**src/rtl/control_sequencer.sv**
```systemverilog
// control_sequencer: T1..T6 one-hot ring controller for the 8-bit datapath.
// Optional macro CTRL_SINGLE_STEP_EN adds a step port gating advance/strobes.
module control_sequencer #(
  parameter int unsigned     OP_W   = 4,
  parameter logic [OP_W-1:0] OP_LDA = 4'h0,
  parameter logic [OP_W-1:0] OP_ADD = 4'h1,
  parameter logic [OP_W-1:0] OP_SUB = 4'h2,
  parameter logic [OP_W-1:0] OP_OUT = 4'hE,
  parameter logic [OP_W-1:0] OP_HLT = 4'hF
) (
  input  logic            clk,
  input  logic            clr,
  input  logic [OP_W-1:0] opcode,
`ifdef CTRL_SINGLE_STEP_EN
  input  logic            step,
`endif
  output logic [5:0]      tstate,
  output logic            cp,
  output logic            ep,
  output logic            lm,
  output logic            ce,
  output logic            li,
  output logic            ei,
  output logic            la,
  output logic            ea,
  output logic            su,
  output logic            eu,
  output logic            lb,
  output logic            lo,
  output logic            hlt
);

  logic       adv;
  logic [5:0] ring;
  logic [5:0] ring_nx;
  logic       halted;
  logic       halted_nx;

`ifdef CTRL_SINGLE_STEP_EN
  assign adv = step;
`else
  assign adv = 1'b1;
`endif

  always_ff @(posedge clk) begin
    if (clr) begin
      ring   <= 6'b000001;
      halted <= 1'b0;
    end else begin
      ring   <= ring_nx;
      halted <= halted_nx;
    end
  end

  // HLT parks the ring on T4 instead of rotating
  always_comb begin
    ring_nx   = ring;
    halted_nx = halted;
    if (!halted && adv) begin
      if (ring[3] && opcode == OP_HLT)
        halted_nx = 1'b1;
      else
        ring_nx = {ring[4:0], ring[5]};
    end
  end

  always_comb begin
    cp = 1'b0;
    ep = 1'b0;
    lm = 1'b0;
    ce = 1'b0;
    li = 1'b0;
    ei = 1'b0;
    la = 1'b0;
    ea = 1'b0;
    su = 1'b0;
    eu = 1'b0;
    lb = 1'b0;
    lo = 1'b0;
    if (!clr && !halted) begin
      unique case (1'b1)
        ring[0]: begin
          ep = 1'b1;
          lm = adv;
        end
        ring[1]: cp = adv;
        ring[2]: begin
          ce = 1'b1;
          li = adv;
        end
        ring[3]: begin
          unique case (opcode)
            OP_LDA, OP_ADD, OP_SUB: begin
              ei = 1'b1;
              lm = adv;
            end
            OP_OUT: begin
              ea = 1'b1;
              lo = adv;
            end
            default: ;
          endcase
        end
        ring[4]: begin
          unique case (opcode)
            OP_LDA: begin
              ce = 1'b1;
              la = adv;
            end
            OP_ADD, OP_SUB: begin
              ce = 1'b1;
              lb = adv;
            end
            default: ;
          endcase
        end
        ring[5]: begin
          unique case (opcode)
            OP_ADD: begin
              la = adv;
              eu = 1'b1;
            end
            OP_SUB: begin
              la = adv;
              eu = 1'b1;
              su = 1'b1;
            end
            default: ;
          endcase
        end
        default: ;
      endcase
    end
  end

  assign tstate = ring;
  assign hlt    = halted;

endmodule

```
**config.mk**
```make
export PLATFORM = sky130hd
export DESIGN_NAME = control_sequencer
export DESIGN_NICKNAME = d
export VERILOG_FILES = /design/src/rtl/control_sequencer.sv
export SDC_FILE = /design/constraint.sdc
export NUM_CORES = 1
export LEC_CHECK = 0
export CAP_MARGIN = 20
export CORE_MARGIN = 1
export CORE_UTILIZATION = 39
export DETAILED_ROUTE_END_ITERATION = 8
export PLACE_DENSITY_LB_ADDON = 0.2
export SLEW_MARGIN = 20
export SYNTH_ARGS = -nofsm -noshare
export SYNTH_HDL_FRONTEND = slang
export SYNTH_SLANG_ARGS = --single-unit
```
**constraint.sdc**
```tcl
create_clock -name clk -period 1.54 [get_ports clk]
set_input_delay 0.308 -clock clk [delete_from_list [all_inputs] [get_ports clk]]
set_output_delay 0.308 -clock clk [all_outputs]
set_load 0.03 [all_outputs]
```
==> results list <==
- The flow ran to the end, but the final reports show violations.
- The final reports fail on setup timing.
* Rows: 12
* Cell-internal power: 0.402 mW
- In this run the worst path has a maximum fanout of 5.
* Final antenna diode count: 0
- The mapped netlist covers 526 sq um.
* Leading area contributor after synthesis: sky130_fd_sc_hd__dfxtp_1
- Among all flip-flop cells after synthesis, the most frequent one is sky130_fd_sc_hd__dfxtp_1.
- Static leakage: 0.417 nW
- The clock network accounts for 27.6% of the total power.
- Cell with the most instances after synthesis: sky130_fd_sc_hd__dfxtp_1
- Number of synthesized flops with an enable pin: 0
- Total track usage: 25.4%
- Of the total power, combinational logic draws 38.3%.
- Counting instances in the post-synthesis netlist gives the leading cell types as sky130_fd_sc_hd__dfxtp_1, sky130_fd_sc_hd__and3_1, sky130_fd_sc_hd__buf_6, sky130_fd_sc_hd__nor2_1.
- Net count of the mapped netlist: 65
* Layout Utilization: 80.9%
* Non-filler cells in the finished layout: 113
- After detailed routing, the number of remaining DRC violations is 0.
- For this run, the post-layout net count is 106.
- Tightest Hold Check Type: primary input to register
- Total non-filler cell area in the finished layout: 947 sq um
* Worst slack at placement: -0.353 ns
* Ranking of synthesized cells by area: sky130_fd_sc_hd__dfxtp_1, sky130_fd_sc_hd__buf_6, sky130_fd_sc_hd__and3_1
- Via total after detailed routing: 631
- STA classifies the critical path endpoint as an output pin.
- Counting flops with an async set or reset pin after synthesis yields a share of 0%.
- Final setup slack of the worst path: -0.0163 ns
- Setup violations remaining at the end of the flow were counted as 4.
- Data on the critical path is required at its endpoint by 1.23 ns.
- The share of the Yosys chip area taken by registers is 26.7%.
* First-pass GRT wire length: 2.59 mm
* Clock-pin slew reported for the worst setup and hold paths after clock tree synthesis: 0.05 ns
- Grt ovf: 0
- In this run the tightest slew margin relative to its limit is 79.3%.
* Number of cells after detailed placement: 108
- For this run, the number of Yosys warnings is 0.
* Clock Skews: 0.00468 ns
- Total negative slack for setup checks: -0.0345 ns
* CTS tree: yes
* CTS H-tree lvls: 1
- Max layer used: met4
* Met2 wirelength from detailed routing: 910 um
- Register share of total power: 34.1%
* Arrival time of data at the critical path endpoint: 1.25 ns
- Mean instance size in the synthesized netlist: 8.91 sq um
- Ratio of total power to cell area: 660 nW/um^2
- Routability-driven placement finished with a final weighted congestion of 0.801.
* Sw power: 0.223 mW
- The initial antenna violation count is 0.
- In this run, synthesis produced a sequential element count of 7.
- Startpoint type of the worst setup path: register
- Power, Total: 0.625 mW
- Residual antenna-violating net count after detailed routing: 0
* Final hold slack: 0.498 ns
- For this block, wires on met1 add up to 635 um.
* Count of input and output buffers: 24
* Met3 routed WL: 92 um
- In this run the count of I/O pins placed on the die edge is 25.
- Final Max Slew Viols: 0
- After technology mapping, the gate count stands at 59.
- The worst path in the final design needs a cycle of 1.56 ns, including I/O delays and setup.
- Number of detailed-route iterations in the first pass: 4
* Worst supply voltage drop on vdd: 0.482 mV
- The top cell type by area accounts for 26.7% of the synthesized area.
- Of the available clock period, the critical path in the final layout requires 101%.
- After detailed placement, the total cell area comes to 870 sq um.
* Clock network latency to the later pin of the worst-skew pair: 0.26 ns
* Ratio of cells with drive above 1 in the final layout: 55.6%
* Detailed Route Iter0 Violations: 6
- Die Height: 38.7 um
- The clock passes through at most 2 buffers.
- Highest clock frequency the design can meet: 643 MHz
- In the final routed layout, each cell accounts on average for 14.7 um.
* Sum of routed wire length over all layers: 1.66 mm
- Transition time of the tightest slew-check pin: 0.312 ns
- Die area: 1500 sq um
* Area of the core: 1170 sq um
* Final HPWL DP: 1.20 mm
* RSZ-0062 raised after global routing: yes
* Switching power as a share of total power: 35.7%
* Final hold violations: 0
- In this run, post-CTS hold repair placed 0 buffers.
* Library cell used as clock root buffer: sky130_fd_sc_hd__clkbuf_4
- Vias per std cell: 5.58
- Across the run, the number of max-cap violations was 0.
- In this run, CTS created clock tree buffers numbering 3.
* Via count of the first global-routing pass: 618
- Number of unique standard cell types used by synthesis: 32
- The floorplan step set the die width to 38.7 um.
- Largest net degree at the start of global routing: 12
* Starting density of the core: 44.9%
- P&R area growth vs syn: 80.2%
- For this design, the sink count on the clock tree is 7.
- Critical path class: register to output pin
-- layout make-up --
| class | count | area (sq um) |
|---|---|---|
| fill | 85 | 224 |
| tap | 14 | 17.5 |
| clock buffer | 4 | 26.3 |
| timing repair buffer | 41 | 344 |
| sequential | 7 | 148 |
| inverter | 3 | 11.3 |
| multi-input combinational | 44 | 400 |
-- cell families (layout without fill, tap and decap cells) --
kind of cell / after synthesis / after routing / share of synthesized area [%]
AOI/OAI and AO/OA: 14 / 14 / 22.4
xor gates and xnor gates: 1 / 1 / 1.67
buffers and inverters: 8 / 48 / 12.1
DFF: 7 / 7 / 26.7
and+or+nand+nor: 29 / 29 / 37.1
-- state kept, by name, summed over array words and instances, names as in the netlist --
| signal | cells |
|---|---|
| hlt | 1 |
| tstate | 6 |
-- cell usage in the layout, fill, tap and decap left out, types with 2 or more instances in the layout --
master,n
sky130_fd_sc_hd__buf_6,9
sky130_fd_sc_hd__dfxtp_4,2
sky130_fd_sc_hd__a221o_1,2
sky130_fd_sc_hd__o32ai_1,2
sky130_fd_sc_hd__buf_2,3
sky130_fd_sc_hd__dlygate4sd2_1,7
sky130_fd_sc_hd__o211ai_1,2
sky130_fd_sc_hd__and3_4,3
sky130_fd_sc_hd__clkbuf_4,3
sky130_fd_sc_hd__dfxtp_1,5
sky130_fd_sc_hd__nor4_4,2
sky130_fd_sc_hd__nand4b_1,3
sky130_fd_sc_hd__buf_4,20
sky130_fd_sc_hd__nand2_1,3
sky130_fd_sc_hd__nand2b_4,2
sky130_fd_sc_hd__and3_1,2
sky130_fd_sc_hd__nor2_1,3
sky130_fd_sc_hd__inv_1,2
sky130_fd_sc_hd__nand2b_1,2
-- power by group through the flow --
stage | registers, mW | logic (mW) | clock network [mW]
6_report | 0.213 | 0.239 | 0.173
5_1_grt | 0.216 | 0.252 | 0.186
4_1_cts | 0.213 | 0.228 | 0.176
3_5_place_dp | 0.217 | 0.232 | 0
3_3_place_gp | 0.216 | 0.228 | 0
2_1_floorplan | 0.243 | 0.103 | 0
-- critical path, cell delays in order (launching register included) --
cell and delay, ns:
sky130_fd_sc_hd__dfxtp_4 0.36, sky130_fd_sc_hd__nor4_4 0.15, sky130_fd_sc_hd__buf_4 0.17, sky130_fd_sc_hd__nand2_1 0.06
sky130_fd_sc_hd__nor2_1 0.09, sky130_fd_sc_hd__buf_4 0.16
-- what timing repair did --
item,CTS,global route
setup endpoints to repair,19,9
buffers inserted,2,0
gates resized for setup,33,7
pin swaps,6,2
-- worst paths after layout --
kind,from,end,slack (ns),cells after the start
min reg2reg,tstate[3]$_SDFFE_PP0P_,tstate[3]$_SDFFE_PP0P_,0.53,2
min,clr,hlt$_SDFF_PP0_,0.50,3
max,hlt$_SDFF_PP0_,su,-0.02,5
max reg2reg,tstate[3]$_SDFFE_PP0P_,tstate[0]$_SDFFE_PP1P_,0.35,5
-- metal layers --
metal | track usage [%] | vias up
met1 | 25.4 | 294
met2 | 47.1 | 29
li1 | - | 304
met4 | 9.48 | 0
met5 | 0 | -
met3 | 8.67 | 4
Note: power is estimated with default switching activity, not from simulation.
